File: config.mk
export PLATFORM = sky130hd
export DESIGN_NAME = flow_zigzag
export DESIGN_NICKNAME = d
export VERILOG_FILES = /design/src/rtl/flow_zigzag.sv
export SDC_FILE = /design/constraint.sdc
export NUM_CORES = 2
export LEC_CHECK = 0
export BUFFER_PORTS_ARGS = -buffer_cell sky130_fd_sc_hd__buf_2
export CORE_UTILIZATION = 45
export CTS_CLUSTER_DIAMETER = 150
export DETAILED_ROUTE_END_ITERATION = 6
export PLACE_DENSITY = 0.58
export REMOVE_ABC_BUFFERS = 1
export SLEW_MARGIN = 30
export SYNTH_ARGS = -nofsm -noshare
export SYNTH_HDL_FRONTEND = slang
export SYNTH_SLANG_ARGS = --single-unit
File: constraint.sdc
create_clock -name clk -period 3.9 [get_ports clk]
set_clock_uncertainty 0.05 [all_clocks]
set_input_delay 0.39 -clock clk [delete_from_list [all_inputs] [get_ports clk]]
set_output_delay 0.39 -clock clk [all_outputs]
set_load 0.005 [all_outputs]
File: src/rtl/flow_zigzag.sv
`default_nettype none
// =====================================================================================
// flow_zigzag : raster-to-zigzag reorder of 8x8 coefficient blocks through ping-pong banks
//               optional eob framing check: FLOW_ZIGZAG_CHECK_EN        revision 1.0
// =====================================================================================
module flow_zigzag #(
    parameter int N = 2
) (
    input  logic            clk,
    input  logic            rst_n,
    input  logic            en_i,
    input  logic            in_valid_i,
    input  logic [N*16-1:0] in_data_i,
    input  logic            in_sob_i,
    input  logic            in_eob_i,
    input  logic            in_sof_i,
    output logic            out_valid_o,
    output logic [N*16-1:0] out_data_o,
    output logic            out_sob_o,
    output logic            out_eob_o,
    output logic            out_sof_o,
    output logic            out_err_o
);

    localparam int         K    = 64 / N;
    localparam logic [5:0] LAST = 6'(K - 1);

    localparam logic [5:0] ZZ [64] = '{
        6'd0,  6'd1,  6'd8,  6'd16, 6'd9,  6'd2,  6'd3,  6'd10,
        6'd17, 6'd24, 6'd32, 6'd25, 6'd18, 6'd11, 6'd4,  6'd5,
        6'd12, 6'd19, 6'd26, 6'd33, 6'd40, 6'd48, 6'd41, 6'd34,
        6'd27, 6'd20, 6'd13, 6'd6,  6'd7,  6'd14, 6'd21, 6'd28,
        6'd35, 6'd42, 6'd49, 6'd56, 6'd57, 6'd50, 6'd43, 6'd36,
        6'd29, 6'd22, 6'd15, 6'd23, 6'd30, 6'd37, 6'd44, 6'd51,
        6'd58, 6'd59, 6'd52, 6'd45, 6'd38, 6'd31, 6'd39, 6'd46,
        6'd53, 6'd60, 6'd61, 6'd54, 6'd47, 6'd55, 6'd62, 6'd63
    };

    typedef enum logic [0:0] {
        W_IDLE = 1'b0,
        W_FILL = 1'b1
    } wstate_t;

    wstate_t         w_state_q, w_state_d;
    logic [5:0]      wc_q, wc_d;
    logic            wbank_q, wbank_d;
    logic [1:0]      full_q, full_d;
    logic [1:0]      sof_q, sof_d;
    logic [5:0]      rc_q;
    logic            rbank_q;
    logic [15:0]     mem_q [0:127];

    logic            out_valid_q;
    logic [N*16-1:0] out_data_q;
    logic            out_sob_q;
    logic            out_eob_q;
    logic            out_sof_q;
    logic            out_err_q;

    logic            w_wr_en;
    logic [5:0]      w_pos;
    logic [5:0]      w_wr_base;
    logic            w_bad;
    logic            w_err;
    logic            w_rd_active;
    logic            w_rd_issue;
    logic            w_rd_last;
    logic [5:0]      w_rd_base;
    logic [N*16-1:0] w_rd_data;

`ifndef FLOW_ZIGZAG_CHECK_EN
    logic            w_eob_unused;
    assign w_eob_unused = in_eob_i;
`endif

    assign w_rd_active = full_q[rbank_q];
    assign w_rd_issue  = en_i & w_rd_active;
    assign w_rd_last   = (rc_q == LAST);
    assign w_rd_base   = rc_q * 6'(N);
    assign w_wr_base   = w_pos * 6'(N);

    // Writer: a sob beat always (re)starts at index 0 of the current write bank.
    always_comb begin
        w_state_d = w_state_q;
        wc_d      = wc_q;
        wbank_d   = wbank_q;
        full_d    = full_q;
        sof_d     = sof_q;
        w_wr_en   = 1'b0;
        w_pos     = wc_q;
        w_bad     = 1'b0;
        w_err     = 1'b0;

        if (en_i && in_valid_i) begin
            if (in_sob_i) begin
                w_pos = 6'd0;
                if (full_q[wbank_q]) begin
                    w_err     = 1'b1;
                    w_state_d = W_IDLE;
                    wc_d      = 6'd0;
                end else begin
                    w_wr_en          = 1'b1;
                    sof_d[wbank_q]   = in_sof_i;
                end
            end else if (w_state_q == W_FILL) begin
                w_wr_en = 1'b1;
            end
        end

`ifdef FLOW_ZIGZAG_CHECK_EN
        w_bad = w_wr_en && (in_eob_i != (w_pos == LAST));
`endif

        if (w_wr_en) begin
            if (w_bad) begin
                w_err     = 1'b1;
                w_state_d = W_IDLE;
                wc_d      = 6'd0;
            end else if (w_pos == LAST) begin
                full_d[wbank_q] = 1'b1;
                wbank_d         = ~wbank_q;
                w_state_d       = W_IDLE;
                wc_d            = 6'd0;
            end else begin
                w_state_d = W_FILL;
                wc_d      = w_pos + 6'd1;
            end
        end

        // The writer only ever completes the bank the reader is not draining.
        if (w_rd_issue && w_rd_last) begin
            full_d[rbank_q] = 1'b0;
        end
    end

    always_ff @(posedge clk or negedge rst_n) begin
        if (!rst_n) begin
            w_state_q   <= W_IDLE;
            wc_q        <= 6'd0;
            wbank_q     <= 1'b0;
            full_q      <= 2'b00;
            sof_q       <= 2'b00;
            rc_q        <= 6'd0;
            rbank_q     <= 1'b0;
            out_valid_q <= 1'b0;
            out_data_q  <= '0;
            out_sob_q   <= 1'b0;
            out_eob_q   <= 1'b0;
            out_sof_q   <= 1'b0;
            out_err_q   <= 1'b0;
        end else begin
            w_state_q <= w_state_d;
            wc_q      <= wc_d;
            wbank_q   <= wbank_d;
            full_q    <= full_d;
            sof_q     <= sof_d;
            if (en_i) begin
                out_err_q   <= w_err;
                out_valid_q <= w_rd_active;
                out_data_q  <= w_rd_active ? w_rd_data : '0;
                out_sob_q   <= w_rd_active && (rc_q == 6'd0);
                out_eob_q   <= w_rd_active && w_rd_last;
                out_sof_q   <= w_rd_active && (rc_q == 6'd0) && sof_q[rbank_q];
                if (w_rd_active) begin
                    rc_q <= w_rd_last ? 6'd0 : rc_q + 6'd1;
                    if (w_rd_last) begin
                        rbank_q <= ~rbank_q;
                    end
                end
            end
        end
    end

    always_ff @(posedge clk) begin
        if (w_wr_en) begin
            for (int i = 0; i < N; i++) begin
                mem_q[{wbank_q, w_wr_base + 6'(i)}] <= in_data_i[16*i +: 16];
            end
        end
    end

    for (genvar j = 0; j < N; j++) begin : g_rd_lane
        assign w_rd_data[16*j +: 16] = mem_q[{rbank_q, ZZ[w_rd_base + 6'(j)]}];
    end

    assign out_valid_o = out_valid_q;
    assign out_data_o  = out_data_q;
    assign out_sob_o   = out_sob_q;
    assign out_eob_o   = out_eob_q;
    assign out_sof_o   = out_sof_q;
    assign out_err_o   = out_err_q;

endmodule

`default_nettype wire

==> results.sh <==
export IMPL_critPathMaxFanout=26
export IMPL_ys_ff_latch=2104
export IMPL_cp_cell_sequence="inv_1, buf_4, ha_1, mux2_2, a32oi_2, nand2_4, buf_12, buf_4, mux2i_1, mux2i_1, o22ai_2, nor4_2, buf_4, a2111oi_2, o211ai_1"
export IMPL_yosys_top_cells_area="edfxtp_1 (61%), mux4_2 (7.5%), nand2_1 (7.4%), mux2i_1 (3.2%), nand3_1 (2.7%)"
export IMPL_clock_latency_ns=0.89
export IMPL_dpl_worst_slack_ns=-0.5112
export IMPL_finalCoreUtilization_pct=54.00
export IMPL_netlist_area_um2=101300
export IMPL_maxCapViolations=0
export IMPL_synth_top_area_share_pct=60.73
export IMPL_vias=82010
export IMPL_crit_cells=15
export IMPL_hold_depth=1
export IMPL_seq_area_frac_synth_pct=62.12
export IMPL_crit_type="flip-flop to flip-flop"
export IMPL_grt_pass1_vias=77190
export IMPL_cts_root_buf="clkbuf_16"
export IMPL_worst_r2r_cell_count=15
export IMPL_max_stage_delay_ns=0.49
export IMPL_relSlewSlack_pct=29.12
export IMPL_area_growth_pct=18.89
export IMPL_cts_buffer_depth=3
export IMPL_hold_viol_final=0
export IMPL_max_vdd_ir_drop_mv=0.4365
export IMPL_rsz0062_at_grt="yes"
export IMPL_grt_max_degree=82
export IMPL_num_rows=173
export IMPL_clkTransAtPathRegs_ns=0.07
export IMPL_core_area_um2=223000
export IMPL_ys_flop_type="edfxtp_1"
export IMPL_critPathSlowestCell="nor4_2"
export IMPL_netlist_top_cells_count="edfxtp_1 (2048), nand2_1 (2006), nand3_1 (551)"
export IMPL_grt_pass1_wl_mm=603.3
export IMPL_ys_types=85
export IMPL_worst_path_buf_inv=5
export IMPL_cts_sinks=2104
export IMPL_vias_per_cell=6.914
export IMPL_nets=8723
export IMPL_syn_avg_cell_area_um2=12.46
export IMPL_ios=76
export IMPL_firstDrtPassIters=7
export IMPL_drt_iter0_markers=13840
export IMPL_finalMaxSlewViolations=0
export IMPL_ant_nets=0
export IMPL_start_kind="flip-flop"
export IMPL_min_path_type="input port to flip-flop"
export IMPL_synth_most_common_cell="edfxtp_1"
export IMPL_worst_ep_required_time_ns=4.67
export IMPL_dp_hpwl_mm=286.1
export IMPL_cts_tree="done"
export IMPL_dieArea_um2=226900
export IMPL_synth_edf_count=2048
export IMPL_multiInputGateArea_um2=36030
export IMPL_run_status="finished with violations"
export IMPL_h_tree_depth=4
export IMPL_crit_family="buffers and inverters"
export IMPL_syn_inst=8125
export IMPL_grt_overflow_total=0
export IMPL_arrival_ns=4.77
export IMPL_end_kind="flip-flop"
export IMPL_fmaxAchievable_mhz=250.2
export IMPL_timing_final_crit_share_pct=102.5
export IMPL_cp_common_cell="buf_4"
export IMPL_start_util_pct=45.42
export IMPL_worst_slew_pin_slew_ns=1.063
export IMPL_setup_tns_ns=-0.1384
export IMPL_cellPowerDensity_nw_per_um2=458.6
export IMPL_async_flop_share_pct=2.662
export IMPL_worst_slack_ns=-0.09620
export IMPL_fin_crit_ns=3.996
export IMPL_cts_buffers_inserted=224
export IMPL_synth_warning_count=0
export IMPL_post_drt_wl_per_cell_um=37.17
export IMPL_finalSetupViolations=3
export IMPL_port_buffers=74
export IMPL_die_h_um=476.4
export IMPL_regArea_um2=62900
export IMPL_remaining_drc_errors=0
export IMPL_wl_mm=440.9
export IMPL_place_gp_congestion=0.9679
export IMPL_fp_dieW_um=476.4
export IMPL_synth_area_leader_cell="edfxtp_1"
export IMPL_power_leakage_nw=41.40
export IMPL_whs_ns=0.05569
export IMPL_antenna_found_initial=35
export IMPL_violations="negative setup slack"
export IMPL_fillers=18650
export IMPL_drive_gt1_share_pct=20.00
export IMPL_grt_total_usage_pct=37.82
## layer usage
| metal | share of wire (%) | GRT usage (%) |
|---|---|---|
| met5 | 0.057 | 0 |
| met4 | 7.6 | 24.09 |
| met3 | 14 | 10.23 |
| met2 | 42 | 54.25 |
| met1 | 36 | 50.78 |
## worst register-to-register path, cell delays in order, from the launching register on
cell,delay (ns)
dfrtp_1,0.36
inv_1,0.09
buf_4,0.17
ha_1,0.20
mux2_2,0.27
a32oi_2,0.37
nand2_4,0.32
buf_12,0.33
buf_4,0.23
mux2i_1,0.14
mux2i_1,0.34
o22ai_2,0.20
nor4_2,0.49
buf_4,0.19
a2111oi_2,0.04
o211ai_1,0.13
## sequential cells by signal, indices dropped and copies added, names as in the netlist, 2 cells and up
| register | cells |
|---|---|
| rc_q | 6 |
| out_data_o | 32 |
| sof_q | 2 |
| full_q | 2 |
| wc_q | 6 |
| mem_q | 2048 |
## final cells by class
type | instances | share of cell area, %
Sequential cell | 2104 | 52.25
Antenna cell | 16 | 0.03326
Timing Repair Buffer | 974 | 8.470
Tap cell | 2975 | 3.092
Inverter | 21 | 0.06548
Clock inverter | 138 | 1.133
Multi-Input combinational cell | 5345 | 29.93
Clock buffer | 288 | 5.026
## layout by cell type (no fill, tap or decap), types with 19 or more instances in the layout
cell type and n:
a211oi_1 144, a21oi_1 399, a221oi_1 83, a22oi_1 129, a311oi_1 28, a31oi_1 225, a32oi_1 127, and3_1 131
buf_12 220, buf_2 60, buf_4 650, bufinv_16 20, clkbuf_1 48, clkbuf_16 233, clkinv_1 53, clkinv_2 40
dfrtp_1 55, dlygate4sd3_1 30, edfxtp_1 2048, inv_1 19, mux2i_1 320, mux4_2 336, nand2_1 1989, nand2b_1 19
nand3_1 548, nand4_1 77, nor2_1 109, nor2_4 71, nor3_1 43, nor4_1 30, o211ai_1 29, o21ai_0 102
o22ai_1 72
## path summary, 6_finish.rpt
path / from / end / slack, ns
hold reg to reg: out_err_o$_DFFE_PN0P_ / out_err_o$_DFFE_PN0P_ / 0.43
max in group asynchronous: rst_n / rc_q[2]$_DFFE_PN0P_ / 2.34
min in group asynchronous: rst_n / out_data_o[11]$_DFFE_PN0P_ / 0.18
setup reg to reg: rc_q[0]$_DFFE_PN0P_ / out_data_o[22]$_DFFE_PN0P_ / -0.1
setup / recovery: rc_q[0]$_DFFE_PN0P_ / out_data_o[22]$_DFFE_PN0P_ / -0.1
hold / removal: in_data_i[20] / mem_q[65][4]$_DFFE_PP_ / 0.06
## kinds of logic after synthesis
kind of cell             share of synthesized area, %
AO/OA/AOI/OAI                                   10.26
XOR/XNOR                                      0.03459
adder cells (fa/ha/maj)                        0.1730
buffers and inverters                           3.225
flip-flops                                      62.12
multiplexers                                    10.98
AND/OR/NAND/NOR                                 13.21
## timing repair
item | CTS | global route
buffers inserted | 5 | 23
pin swaps | 4 | 11
endpoints found under the hold margin | 335 | 50
cloned | 1 | 5
hold buffers | 26 | 4
setup endpoints to repair | 6 | 20
gates resized for setup | 12 | 35
## metrics by stage
stage,instances,power (mW),area (µm²)
6_report,11860,55.21,120400
5_1_grt,11850,56.26,120300
4_1_cts,11810,54.80,119800
3_5_place_dp,11360,33.42,112000
3_3_place_gp,11350,33.34,111900
2_1_floorplan,7470,31.15,98080
## where the power goes
| group | internal (mW) | leakage (nW) | switching (mW) |
|---|---|---|---|
| sequential | 24.9 | 19.2 | 0.0452 |
| clock | 12.3 | 3.59 | 9.46 |
| combinational | 2.89 | 18.6 | 5.65 |
| total | 40.0 | 41.4 | 15.2 |
(Power assumes the default switching activity.)
